File: src/rtl/irq_pkg.sv
// Shared constants for the interrupt controller: register map, PRIO layout
// and the NMI pulse counter sizing.
package irq_pkg;

    localparam logic [1:0] REG_STATUS = 2'd0;
    localparam logic [1:0] REG_MASK   = 2'd1;
    localparam logic [1:0] REG_EDGE   = 2'd2;
    localparam logic [1:0] REG_PRIO   = 2'd3;

    // PRIO register layout: valid flag on top, source index in the low bits
    localparam int PRIO_VLD_BIT = 7;
    localparam int PRIO_IDX_W   = 3;

    // Counter must be able to hold the pulse length itself
    function automatic int nmi_cnt_w(input int pulse);
        return $clog2(pulse + 1);
    endfunction

endpackage

File: src/rtl/irq_sync_edge.sv
// Two-flop synchroniser for one asynchronous input, plus a history flop so
// the rising edge of the synchronised level can be detected.
module irq_sync_edge (
    input  logic ph1,
    input  logic reset,
    input  logic d,
    output logic level,
    output logic rise
);

    logic s1_q, s1_d;
    logic s2_q, s2_d;
    logic prev_q, prev_d;

    // Shift the raw input through the synchroniser and history stages
    always_comb begin
        s1_d   = d;
        s2_d   = s1_q;
        prev_d = s2_q;
    end

    // Synchroniser and history registers, cleared by reset
    always_ff @(posedge ph1) begin
        if (reset) begin
            s1_q   <= 1'b0;
            s2_q   <= 1'b0;
            prev_q <= 1'b0;
        end else begin
            s1_q   <= s1_d;
            s2_q   <= s2_d;
            prev_q <= prev_d;
        end
    end

    assign level = s2_q;
    assign rise  = s2_q & ~prev_q;

endmodule

File: src/rtl/irq_ctrl.sv
// Memory-mapped interrupt controller: synchronises NSRC maskable sources and
// one NMI source, latches/masks/prioritises them, and drives the CPU's
// active-low irqb (level) and nmib (fixed-length pulse) inputs.
module irq_ctrl
    import irq_pkg::*;
#(
    parameter int         NSRC       = 8,
    parameter int         NMI_PULSE  = 4,
    parameter logic [7:0] RESET_MASK = 8'h00
) (
    input  logic            ph1,
    input  logic            reset,
    input  logic            sel,
    input  logic            we,
    input  logic [1:0]      reg_addr,
    input  logic [7:0]      wdata,
    output logic [7:0]      rdata,
    input  logic [NSRC-1:0] src,
    input  logic            nmi_src,
    output logic            irqb,
    output logic            nmib
);

    localparam int               CNT_W    = nmi_cnt_w(NMI_PULSE);
    localparam logic [CNT_W-1:0] CNT_LOAD = CNT_W'(NMI_PULSE);
    localparam logic [CNT_W-1:0] CNT_ONE  = CNT_W'(1);

    logic [NSRC-1:0]  src_level, src_rise;
    logic             nmi_level, nmi_rise;

    logic [NSRC-1:0]  status_q, status_d;
    logic [NSRC-1:0]  mask_q, mask_d;
    logic [NSRC-1:0]  edge_sel_q, edge_sel_d;
    logic [7:0]       rdata_q, rdata_d;
    logic             irqb_q, irqb_d;
    logic             nmib_q, nmib_d;
    logic [CNT_W-1:0] cnt_q, cnt_d;

    logic [NSRC-1:0]  enabled;
    logic [NSRC-1:0]  w1c;
    logic [7:0]       prio;
    logic             wr, rd;

    for (genvar g = 0; g < NSRC; g++) begin : g_src
        irq_sync_edge u_sync (
            .ph1   (ph1),
            .reset (reset),
            .d     (src[g]),
            .level (src_level[g]),
            .rise  (src_rise[g])
        );
    end

    irq_sync_edge u_nmi_sync (
        .ph1   (ph1),
        .reset (reset),
        .d     (nmi_src),
        .level (nmi_level),
        .rise  (nmi_rise)
    );

    // Priority encoder: lowest-index enabled pending source wins
    always_comb begin
        enabled = status_q & mask_q;
        prio    = 8'h00;
        for (int i = NSRC - 1; i >= 0; i--) begin
            if (enabled[i]) prio[PRIO_IDX_W-1:0] = 3'(i);
        end
        prio[PRIO_VLD_BIT] = |enabled;
    end

    // Register file, pending update, read mux and output drive
    always_comb begin
        wr = sel & we;
        rd = sel & ~we;

        w1c        = (wr && reg_addr == REG_STATUS) ? wdata[NSRC-1:0] : '0;
        mask_d     = (wr && reg_addr == REG_MASK)   ? wdata[NSRC-1:0] : mask_q;
        edge_sel_d = (wr && reg_addr == REG_EDGE)   ? wdata[NSRC-1:0] : edge_sel_q;

        // Edge bits latch until cleared (a new edge beats a same-cycle clear);
        // level bits simply track the synchronised input.
        for (int i = 0; i < NSRC; i++) begin
            status_d[i] = edge_sel_q[i] ? (src_rise[i] | (status_q[i] & ~w1c[i]))
                                        : src_level[i];
        end

        // Reads sample the pre-update register contents
        rdata_d = rdata_q;
        if (rd) begin
            case (reg_addr)
                REG_STATUS: rdata_d = 8'(status_q);
                REG_MASK:   rdata_d = 8'(mask_q);
                REG_EDGE:   rdata_d = 8'(edge_sel_q);
                default:    rdata_d = prio;
            endcase
        end

        irqb_d = ~|enabled;

        // A new NMI edge reloads the counter, stretching rather than doubling
        // the pulse; a rise always coincides with a high level.
        cnt_d = cnt_q;
        if (nmi_rise && nmi_level) begin
            cnt_d = CNT_LOAD;
        end else if (cnt_q != '0) begin
            cnt_d = cnt_q - CNT_ONE;
        end
        nmib_d = (cnt_q == '0);
    end

    // State registers with synchronous reset
    always_ff @(posedge ph1) begin
        if (reset) begin
            status_q   <= '0;
            mask_q     <= RESET_MASK[NSRC-1:0];
            edge_sel_q <= '1;
            rdata_q    <= 8'h00;
            irqb_q     <= 1'b1;
            nmib_q     <= 1'b1;
            cnt_q      <= '0;
        end else begin
            status_q   <= status_d;
            mask_q     <= mask_d;
            edge_sel_q <= edge_sel_d;
            rdata_q    <= rdata_d;
            irqb_q     <= irqb_d;
            nmib_q     <= nmib_d;
            cnt_q      <= cnt_d;
        end
    end

    assign rdata = rdata_q;
    assign irqb  = irqb_q;
    assign nmib  = nmib_q;

endmodule

File: config.mk
export PLATFORM = sky130hd
export DESIGN_NAME = irq_ctrl
export DESIGN_NICKNAME = d
export VERILOG_FILES = /design/src/rtl/irq_pkg.sv /design/src/rtl/irq_sync_edge.sv /design/src/rtl/irq_ctrl.sv
export SDC_FILE = /design/constraint.sdc
export NUM_CORES = 1
export LEC_CHECK = 0
export ABC_AREA = 1
export ABC_CLOCK_PERIOD_IN_PS = 2500
export CORE_UTILIZATION = 25
export CTS_CLUSTER_DIAMETER = 30
export CTS_CLUSTER_SIZE = 40
export DETAILED_ROUTE_END_ITERATION = 8
export GPL_ROUTABILITY_DRIVEN = 1
export SYNTH_ARGS = -nofsm -noshare
export SYNTH_HDL_FRONTEND = slang
export SYNTH_HIERARCHICAL = 1
export SYNTH_SLANG_ARGS = --single-unit
File: constraint.sdc
create_clock -name ph1 -period 2.5 [get_ports ph1]
set_input_delay 0.375 -clock ph1 [delete_from_list [all_inputs] [get_ports ph1]]
set_output_delay 0.375 -clock ph1 [all_outputs]
set_load 0.03 [all_outputs]
==> results.py <==
metrics = {
    "cells_and_area": {
        "final_cell_mix": "74 x nand2_1, 64 x dfxtp_1, 51 x inv_1",
        "diodes": 0,
        "layout-drive-gt1-share_pct": 9.41,
        "area_delta_synth_final_pct": 26.4,
        "layout_commonest_cell": "nand2_1",
        "nFillCells": 1056,
        "nNetsFinal": 392,
    },
    "grt": {
        "grt_usage_pct": 11.0,
        "grt_overflow_total": 0,
        "first_global_vias": 1914,
        "grt_pass1_wl_um": 8600,
        "antenna_found_initial": 0,
        "grt_max_degree": 36,
    },
    "power_and_ir_drop": {
        "p_leak_nw": 1.40,
        "p_per_area_nw_per_um2": 740,
        "p_switching_w": 0.000611,
        "peakVddDrop_mv": 0.265,
        "swShare_pct": 26.0,
        "internal_power_w": 0.00174,
        "totalPowerFinal_w": 0.00235,
        "p_seq_share_pct": 48.0,
        "p_clk_share_pct": 38.0,
        "comb_power_share_pct": 14.0,
    },
    "drt": {
        "drt_first_iter_violations": 134,
        "firstDrtPassIters": 4,
        "via_per_inst": 4.01,
        "vias": 2027,
        "drt_drc_violations_left": 0,
        "detail_route.wl_per_cell_um": 9.99,
        "antenna_left": 0,
        "drt_wl_total_um": 5050,
    },
    "setup_path": {
        "r2r_cells": 6,
        "r2r_start": "cnt_q[0]",
        "r2r_end": "cnt_q[1]",
        "critical_path_class": "reg -> out",
        "r2r_slack_ns": 1.38,
        "cp_top_family": "buffers and inverters",
        "worstPathCellList": "clkdlybuf4s50_1",
        "endpoint": "rdata[0]",
        "crit_required_ns": 2.12,
        "critPathLaunch": "rdata[0]",
        "crit_buf_inv": 1,
        "crit_cells": 1,
        "start_kind": "flop",
        "cpMaxStageDelayCell": "clkdlybuf4s50_1",
        "cp_max_fo": 2,
        "cp_data_arrival_time_ns": 1.34,
        "end_kind": "output port",
        "max_stage_delay_ns": 0.67,
    },
    "logic_synthesis": {
        "synth.yosys.seq_area_share_pct": 50.9,
        "yosys.area_share.simple_pct": 22.4,
        "ys_seq_elements": 64,
        "synthAdderAreaFrac_pct": 0.995,
        "netlist_instances": 327,
        "avgSynthCellArea_um2": 7.69,
        "synth-compound-area-share_pct": 15.8,
        "synth_area_um2": 2510,
        "synthDistinctLibCells": 26,
        "yosysWarnings": 6,
        "synth_fp_nets": 352,
        "synthXorXnorAreaFrac_pct": 0,
        "synthMuxAreaShare_pct": 0,
        "synth_top_family_by_area": "simple AND/OR/NAND/NOR gates",
    },
    "floorplan": {
        "dieHeight_um": 102,
        "initial_core_util_pct": 25.7,
        "design.die.area_um2": 10500,
        "ios": 33,
        "core_um2": 9770,
        "num_rows": 36,
        "die_w_um": 102,
    },
    "placed_design": {
        "place_congestion": 0.812,
        "numPortBuffers": 32,
        "place_ws_ns": 0.427,
        "hpwl_um": 3510,
    },
    "sta": {
        "clock_skew_ns": 0.00728,
        "rsz0062_at_grt": "no",
        "setup_viol": 0,
        "setup-tns-final_ns": 0,
        "hold_viol": 0,
        "layout_min_cycle_time_ns": 1.71,
        "final.period_utilization_pct": 68.5,
        "relSlewSlack_pct": 65.2,
        "drv_slew": 0,
        "fin_ws_ns": 0.788,
        "worst_pin_slew_ns": 0.521,
        "fmax_mhz": 584,
    },
    "clocking": {
        "clkSlewWorstSetupHoldPaths_ns": 0.07,
        "cts_tree": "done",
        "postCtsHoldBufs": 0,
        "ctsHtreeMaxLevel": 3,
        "clkSinkCount": 64,
        "cts_root_buf": "clkbuf_8",
        "cts_inserted_buffers": 9,
        "cts.repair.resized": 0,
        "postCtsSetupBuffers": 0,
        "worst_skew_pair.late_latency_ns": 0.34,
        "clock_path_buffers": 2,
    },
    "worst_hold_path": {
        "hp-class": "reg -> reg",
    },
    "run_status": {
        "status": "finished clean",
    },
    "job": {
        "drv_cap": 0,
    },
}
==> final cells by class <==
| cell class | count | area [um2] | area share, % |
|---|---|---|---|
| inverters | 56 | 210 | 6.61 |
| multi-input cells | 202 | 987 | 31.1 |
| well taps | 133 | 166 | 5.23 |
| flip-flops and latches | 64 | 1280 | 40.3 |
| repair buffers | 34 | 335 | 10.5 |
| clock buffers | 13 | 159 | 5.00 |
| clock inverters | 3 | 40.0 | 1.26 |
==> worst min path at each step <==
| stage | start | end | slack, ns | cells past startpoint |
|---|---|---|---|---|
| after global routing | g_src[5].u_sync/s1_q | g_src[5].u_sync/level | 0.42 | 2 |
| after global placement | g_src[2].u_sync/s1_q | g_src[2].u_sync/level | 0.39 | 2 |
| after CTS | g_src[4].u_sync/s1_q | g_src[4].u_sync/level | 0.40 | 2 |
| after detailed placement | u_nmi_sync/s1_q | u_nmi_sync/level | 0.39 | 2 |
| after floorplan | g_src[0].u_sync/s1_q | g_src[0].u_sync/level | 0.39 | 2 |
| final | g_src[4].u_sync/s1_q | g_src[4].u_sync/level | 0.40 | 2 |
==> flip-flops by register name, summed over array words and instances (netlist names) <==
name,flops
g_src.u_sync/level,8
u_nmi_sync/level,1
status_q,8
edge_sel_q,8
nmib,1
cnt_q,3
g_src.u_sync/s1_q,8
mask_q,8
rdata,8
u_nmi_sync/prev_q,1
u_nmi_sync/s1_q,1
g_src.u_sync/prev_q,8
irqb,1
==> cells by family after synthesis <==
| kind of cell | count (synthesis) |
|---|---|
| and+or+nand+nor | 136 |
| buffers and inverters | 61 |
| adders and majority gates | 2 |
| DFF | 64 |
| AOI/OAI and AO/OA | 64 |
==> cell usage after synthesis (all sizes together) <==
cell	n	area, um2
o21ai	26	130
nor2	48	195
a21oi	17	88.8
buf	4	32.5
o211ai	8	95.1
inv	55	206
dfxtp	64	1280
a211oi	1	7.51
nand3	10	55.1
clkinv	1	3.75
a22oi	1	7.51
nor3	1	16.3
nand4	1	6.26
nand2	75	284
ha	2	25.0
a31oi	11	68.8
nor3b	1	7.51
clkbuf	1	3.75
==> power by group through the flow <==
stage	Clock [W]	Combinational [W]	Sequential, W
2_1_floorplan	0	0.000194	0.00117
3_3_place_gp	0	0.000321	0.00115
3_5_place_dp	0	0.000333	0.00115
4_1_cts	0.000924	0.000334	0.00113
5_1_grt	0.000967	0.000378	0.00114
6_report	0.000893	0.000330	0.00113
==> routing by layer <==
layer | global-route usage, % | wire, um | up-vias
met2 | 16.6 | 2200 | 48
met3 | 3.90 | 270 | 7
met5 | 0 | 0 | -
met1 | 13.9 | 2500 | 866
met4 | 5.27 | 83 | 0
li1 | - | - | 1106
==> through the flow <==
step	std cells	cell area [um2]	util, %	hold slack, ns
floorplan	327	2510	-	0.388
global placement	489	2980	30.5	0.391
detailed placement	489	2980	30.5	0.394
CTS	505	3180	32.5	0.402
global route	505	3180	32.5	0.424
finish	505	3180	32.5	0.398
No activity file was read; power rests on OpenSTA's default activity.
